## config.mk

```make
export PLATFORM = sky130hd
export DESIGN_NAME = keypad_scan_ctrl
export DESIGN_NICKNAME = d
export VERILOG_FILES = /design/src/rtl/keypad_pkg.sv /design/src/rtl/keypad_sync.sv /design/src/rtl/keypad_scan_ctrl.sv
export SDC_FILE = /design/constraint.sdc
export NUM_CORES = 1
export LEC_CHECK = 0
export BUFFER_PORTS_ARGS = -buffer_cell sky130_fd_sc_hd__buf_2
export CORE_AREA = 2 2 55 57
export DETAILED_ROUTE_END_ITERATION = 10
export DIE_AREA = 0 0 57 59
export PLACE_DENSITY_LB_ADDON = 0.3
export SLEW_MARGIN = 0
export SYNTH_ARGS = -nofsm -noshare
export SYNTH_HDL_FRONTEND = slang
export SYNTH_SLANG_ARGS = --single-unit
export TNS_END_PERCENT = 100
```

## constraint.sdc

```tcl
create_clock -name clk -period 3.68 [get_ports clk]
set_input_delay 0.92 -clock clk [delete_from_list [all_inputs] [get_ports clk]]
set_output_delay 0.92 -clock clk [all_outputs]
set_load 0.03 [all_outputs]
```

## src/rtl/keypad_pkg.sv

```systemverilog
// keypad_pkg -- shared types and constants for the keypad scan controller.
//   state_t      : scan FSM states (SCAN, CONFIRM, RELEASE)
//   KEY_W        : width of a key code (row_idx*4 + col_idx)
//   ROWS_IDLE    : row-line value with no key pressed (rows are active-low)
//   lowest_zero(): index of the lowest 0 bit of a row vector
package keypad_pkg;

  localparam int KEY_W = 4;
  localparam logic [3:0] ROWS_IDLE = 4'b1111;

  typedef enum logic [1:0] {
    SCAN    = 2'd0,
    CONFIRM = 2'd1,
    RELEASE = 2'd2
  } state_t;

  // Several rows low at once resolve to the lowest-numbered row, so the
  // scan walks from the top down and the last hit wins.
  function automatic logic [1:0] lowest_zero(input logic [3:0] rows);
    lowest_zero = 2'd0;
    for (int i = 3; i >= 0; i--) begin
      if (!rows[i]) lowest_zero = 2'(i);
    end
  endfunction

endpackage

```

## src/rtl/keypad_sync.sv

```systemverilog
// keypad_sync -- per-bit two-flop synchronizer for asynchronous row lines.
//   clk   : system clock
//   rst   : synchronous active-high reset, loads RST_VAL into both stages
//   d     : asynchronous input bits
//   q     : synchronized output bits (d delayed by two clock edges)
module keypad_sync
  import keypad_pkg::*;
#(
  parameter int             W       = 4,
  parameter logic [W-1:0]   RST_VAL = ROWS_IDLE
) (
  input  logic         clk,
  input  logic         rst,
  input  logic [W-1:0] d,
  output logic [W-1:0] q
);

  logic [W-1:0] meta_reg;
  logic [W-1:0] sync_reg;

  for (genvar gi = 0; gi < W; gi++) begin : g_bit
    always_ff @(posedge clk) begin
      if (rst) begin
        meta_reg[gi] <= RST_VAL[gi];
        sync_reg[gi] <= RST_VAL[gi];
      end else begin
        meta_reg[gi] <= d[gi];
        sync_reg[gi] <= meta_reg[gi];
      end
    end
  end

  assign q = sync_reg;

endmodule

```

## src/rtl/keypad_scan_ctrl.sv

```systemverilog
// keypad_scan_ctrl -- 4x4 matrix keypad scanner with debounce, a latched
// key-code register and an EI-gated interrupt request.
//   clk         : system clock
//   rst         : synchronous active-high reset
//   EI          : interrupt enable, masks irq only
//   Keypad_rows : row lines, active-low, idle 4'b1111
//   Keypad_cols : column drive, active-low, one-cold
//   key_code    : latched key, row_idx*4 + col_idx
//   key_valid   : a latched key is pending
//   overrun     : sticky, a key was latched over a pending one
//   key_ack     : one-cycle pulse consuming the pending key
//   irq         : key_valid & EI
module keypad_scan_ctrl
  import keypad_pkg::*;
#(
  parameter int SCAN_DIV = 16,
  parameter int DEBOUNCE = 3
) (
  input  logic             clk,
  input  logic             rst,
  input  logic             EI,
  input  logic [3:0]       Keypad_rows,
  output logic [3:0]       Keypad_cols,
  output logic [KEY_W-1:0] key_code,
  output logic             key_valid,
  output logic             overrun,
  input  logic             key_ack,
  output logic             irq
);

  localparam int DW = (SCAN_DIV > 1) ? $clog2(SCAN_DIV) : 1;
  localparam int CW = $clog2(DEBOUNCE + 1);
  localparam logic [DW-1:0] DWELL_LAST = DW'(SCAN_DIV - 1);
  localparam logic [CW-1:0] CNT_LAST   = CW'(DEBOUNCE - 1);

  logic [3:0]       rows_s;
  state_t           state_reg;
  logic [1:0]       col_idx_reg;
  logic [DW-1:0]    dwell_reg;
  logic [CW-1:0]    cnt_reg;
  logic [KEY_W-1:0] cand_reg;
  logic [KEY_W-1:0] key_code_reg;
  logic             key_valid_reg;
  logic             overrun_reg;

  logic             sample;
  logic             pressed;
  logic [KEY_W-1:0] press_code;
  logic             latch;

  keypad_sync #(
    .W       (4),
    .RST_VAL (ROWS_IDLE)
  ) u_row_sync (
    .clk (clk),
    .rst (rst),
    .d   (Keypad_rows),
    .q   (rows_s)
  );

  assign sample     = (dwell_reg == DWELL_LAST);
  assign pressed    = (rows_s != ROWS_IDLE);
  assign press_code = {lowest_zero(rows_s), col_idx_reg};

  // A latch happens either on the very first hit (single-sample debounce)
  // or on the sample that brings the matching-hit count up to DEBOUNCE.
  // In CONFIRM the press code equals the candidate, so press_code is the
  // value to store in both cases.
  always_comb begin
    latch = 1'b0;
    if (sample && pressed) begin
      if (state_reg == SCAN && DEBOUNCE == 1) begin
        latch = 1'b1;
      end else if (state_reg == CONFIRM && press_code == cand_reg &&
                   cnt_reg == CNT_LAST) begin
        latch = 1'b1;
      end
    end
  end

  // Scan FSM. The dwell counter free-runs; everything else only moves on
  // sample cycles. cnt_reg counts matching presses in CONFIRM and
  // consecutive idle samples in RELEASE.
  always_ff @(posedge clk) begin
    if (rst) begin
      state_reg   <= SCAN;
      col_idx_reg <= 2'd0;
      dwell_reg   <= '0;
      cnt_reg     <= '0;
      cand_reg    <= '0;
    end else begin
      dwell_reg <= sample ? '0 : dwell_reg + 1'b1;
      if (sample) begin
        case (state_reg)
          SCAN: begin
            if (!pressed) begin
              col_idx_reg <= col_idx_reg + 2'd1;
            end else begin
              cand_reg <= press_code;
              if (DEBOUNCE == 1) begin
                cnt_reg   <= '0;
                state_reg <= RELEASE;
              end else begin
                cnt_reg   <= CW'(1);
                state_reg <= CONFIRM;
              end
            end
          end
          CONFIRM: begin
            if (pressed && press_code == cand_reg) begin
              if (cnt_reg == CNT_LAST) begin
                cnt_reg   <= '0;
                state_reg <= RELEASE;
              end else begin
                cnt_reg <= cnt_reg + 1'b1;
              end
            end else begin
              cnt_reg     <= '0;
              col_idx_reg <= col_idx_reg + 2'd1;
              state_reg   <= SCAN;
            end
          end
          RELEASE: begin
            // Holding the key keeps us here; no relatch until fully released.
            if (pressed) begin
              cnt_reg <= '0;
            end else if (cnt_reg == CNT_LAST) begin
              cnt_reg     <= '0;
              col_idx_reg <= col_idx_reg + 2'd1;
              state_reg   <= SCAN;
            end else begin
              cnt_reg <= cnt_reg + 1'b1;
            end
          end
          default: begin
            cnt_reg   <= '0;
            state_reg <= SCAN;
          end
        endcase
      end
    end
  end

  // Key register and flags. A latch coinciding with an ack: the new key
  // stays pending and the ack is taken as having consumed the old one.
  always_ff @(posedge clk) begin
    if (rst) begin
      key_code_reg  <= '0;
      key_valid_reg <= 1'b0;
      overrun_reg   <= 1'b0;
    end else if (latch) begin
      key_code_reg  <= press_code;
      key_valid_reg <= 1'b1;
      overrun_reg   <= key_ack ? 1'b0 : (overrun_reg | key_valid_reg);
    end else if (key_ack && key_valid_reg) begin
      key_valid_reg <= 1'b0;
      overrun_reg   <= 1'b0;
    end
  end

  assign Keypad_cols = ~(4'b0001 << col_idx_reg);
  assign key_code    = key_code_reg;
  assign key_valid   = key_valid_reg;
  assign overrun     = overrun_reg;
  assign irq         = key_valid_reg & EI;

endmodule

```

==> metrics list <==
* Actual slew at the worst max-slew pin: about 660 ps
- After floorplanning, the core was sized to cover 0.00271 sq mm.
* CP endpoint kind: primary output
- CTS placed an instance of sky130_fd_sc_hd__clkbuf_4 at the clock tree root.
- # setup viols final: 0
- Number of failing hold endpoints at the final stage: 0
- The slowest stage of the critical path belongs to the cell sky130_fd_sc_hd__dfxtp_1.
* Net count of the mapped netlist: 160
- Average footprint of a synthesized cell: 9.01 sq um
- In this run the tool buffered the top-level ports with 18 buffer cells.
- Setup Skew: 5.61 ps
* Post-detailed-routing wire length: 2.43 mm
- Leaving out filler cells and counting taps, the final layout contains ~200.
- Global routing used approximately 16% of the available tracks.
* Status: finished clean
* Cell area after technology mapping: 0.00133 sq mm
- Startpoint-to-endpoint class of the critical path: flop to primary output
- The top cell types in the final layout, fill and taps aside, are 28 x sky130_fd_sc_hd__dfxtp_1, 18 x sky130_fd_sc_hd__buf_2, 11 x sky130_fd_sc_hd__nor2_1.
- In the final routed layout, each cell accounts on average for 12.3 um.
- From left edge to right edge, the die measures approximately 57 um.
- Total negative setup slack: 0 ps
- Nets: 180
- Pin count of the biggest net entering global routing: 33
- IO Count: 19
- CTS built an H-tree with a depth of 1.
* Via count of the first global-routing pass: 992
- Metal2 WL: ~1.2 mm
- Compared with the post-synthesis result, the final layout area differs by 12.8%.
- Leaving out fill and tap cells, the most frequent cell in the layout is sky130_fd_sc_hd__dfxtp_1.
- Hold buffer count at cts: 0
- For this block, the initial DRC count from the detailed router was 25.
* Gr ovfl total: 0
* Post-detail-place hpwl: 1.82 mm
- Largest stage delay on the critical path: 490 ps
- The tool flagged a number of max-cap violations equal to 0.
- RSZ-0062 raised after global routing: false
- Data on the critical path is required at its endpoint by 2760 ps.
* Number of warnings issued by yosys: 0
- Share of final-layout standard cells stronger than drive strength 1: 21.7%
* Drt first pass iters: 4
- Clock edge transition at the registers on the reported setup and hold paths: 150 ps
- Number of diodes: 0
- Via/cell ratio: between 5 and 6
* Relative slew margins: 56.1%
- Of the available clock period, the critical path in the final layout requires slightly above 60%.
- The floorplan has 19 rows.
- In this run the remaining antenna-violating nets after routing total 0.
- Class of the tightest hold or removal check: flop to flop
* Share of synthesized flip-flops with an asynchronous set or reset: 0%
- Top routing layer in use: met4
* Full die area: 0.00336 sq mm
* Post-route DRC violation count: 0
- Total number of clock tree sinks: 28
- Min cycle time layout: 2290 ps
- Among the stages of the critical path, the cell type that occurs most often is sky130_fd_sc_hd__inv_1.
- The initial antenna violation count was 0.
- The worst-case IR drop observed on VDD is 0.000282 V.
- The first global-routing pass estimated 4.28 mm of wire.
- For this run, the leading register cell type out of synthesis is sky130_fd_sc_hd__dfxtp_1.
* Arrival time at the worst endpoint: roughly 1400 ps
- Number of enable flip-flop cells after synthesis: 0
- The signal on the critical path passes through inv_1, ha_1, inv_1, buf_2.
* Sequential share of the synthesized area: 42.3%
- For this block, wires on met1 add up to 1.18 mm.
- Clock buffer count from CTS: 3
- Number of library cell types mapped by synthesis: 39
- Post_cts resized: 0
- Static power due to leakage: 0.000608 uW
* Pwr per Cell Area: 366 mW/mm^2
- Pins Over Slew Limit: 0
* Die span in y: 59 um
- After technology mapping, the gate count stands at 147.
* Critical Path Fanout Max: 7
* Maximum clock insertion buffer count: 2
- Post-CTS repair timing setup buffer count: 0
- Vias: 1060
- Category of the worst setup path launch point: flop
- Synthesis inferred 28 register bits.
* Wire length on met3: 73 um
* Starting Density: 48.9%
- Dpl cells: around 190
- The congestion estimate from routability-driven global placement came to 0.753.
- Maximum clock frequency: around 440 MHz
* Number of filler cells placed in the layout: 263
- Worst skew pair latency: 330 ps
* TritonCTS clock tree: built
==> metrics by stage <==
| stage | utilization [%] | total power [uW] | instance area, sq um | setup WS [ps] | hold slack (ps) |
|---|---|---|---|---|---|
| 4_1_cts | 55.2 | 551 | 1500 | 1380 | 428 |
| 6_report | 55.2 | 547 | 1500 | 1390 | 426 |
| 3_3_place_gp | 53.2 | 352 | 1440 | 1440 | 396 |
| 5_1_grt | 55.2 | 568 | 1500 | 1300 | 438 |
| 3_5_place_dp | 53.2 | 354 | 1440 | 1450 | 394 |
| 2_1_floorplan | - | 345 | 1330 | 1560 | 389 |
==> critical path: cells and delay by family, from the launching register on <==
kind / cells / cell delay, ps
buf+inv: 3 / 340
fa+ha+maj: 1 / 210
flops: 1 / 490
==> per-layer routing <==
layer | global-route usage (%) | vias up
met5 | 0 | -
met2 | 27.8 | 14
met1 | 20.7 | 487
met4 | 2.66 | 0
met3 | 3.93 | 2
li1 | - | 557
==> layout make-up <==
type	count	area (sq um)	share of cell area [%]
Sequential cell	28	561	37.5
Timing Repair Buffer	18	90.1	6.03
Inverter	10	37.5	2.51
Tap cell	31	38.8	2.59
Clock inverter	1	30.0	2.01
Multi-Input combinational cell	106	716	47.9
Clock buffer	3	22.5	1.51
==> cell usage after synthesis (all sizes together) (2+ instances only) <==
| cell | count | area share, % |
|---|---|---|
| nor2 | 11 | 3.1 |
| or2 | 8 | 3.8 |
| nand3b | 2 | 1.1 |
| inv | 10 | 2.8 |
| o21ai | 10 | 3.8 |
| xor2 | 2 | 1.3 |
| a21oi | 10 | 4.1 |
| and3 | 3 | 1.4 |
| mux2i | 3 | 2.3 |
| ha | 5 | 4.7 |
| dfxtp | 28 | 42 |
| nor3 | 2 | 0.76 |
| nand2 | 9 | 2.7 |
| clkbuf | 2 | 0.57 |
| o211ai | 2 | 1.1 |
| a31oi | 3 | 1.4 |
| nand2b | 7 | 3.3 |
| nand3 | 5 | 1.9 |
| nor2b | 4 | 1.9 |
| nand4 | 5 | 2.4 |
==> worst paths after layout <==
path | startpoint | to | slack, ps | depth (start not counted)
worst max register to register | state_reg[0]$_SDFFE_PP0P_ | col_idx_reg[0]$_SDFFE_PP0P_ | 1780 | 4
worst max-delay path | col_idx_reg[0]$_SDFFE_PP0P_ | Keypad_cols[2] | 1390 | 4
worst min register to register | u_row_sync.meta_reg[2]$_SDFF_PP1_ | u_row_sync.q[2]$_SDFF_PP1_ | 430 | 1
worst min-delay path | u_row_sync.meta_reg[2]$_SDFF_PP1_ | u_row_sync.q[2]$_SDFF_PP1_ | 430 | 1
==> cell families after synthesis <==
group                    synth area share [%]
multiplexers                             3.40
flip-flops                               42.3
buffers and inverters                    3.68
AO/OA/AOI/OAI                            19.2
XOR/XNOR                                 1.98
adder cells (fa/ha/maj)                  4.72
AND/OR/NAND/NOR                          24.7
==> report_power, final <==
part / internal (uW) / switching, uW
sequential: 310 / 5.28
clock: 110 / 89.2
combinational: 14.5 / 17.3
Power figures use the tool's default switching activity.
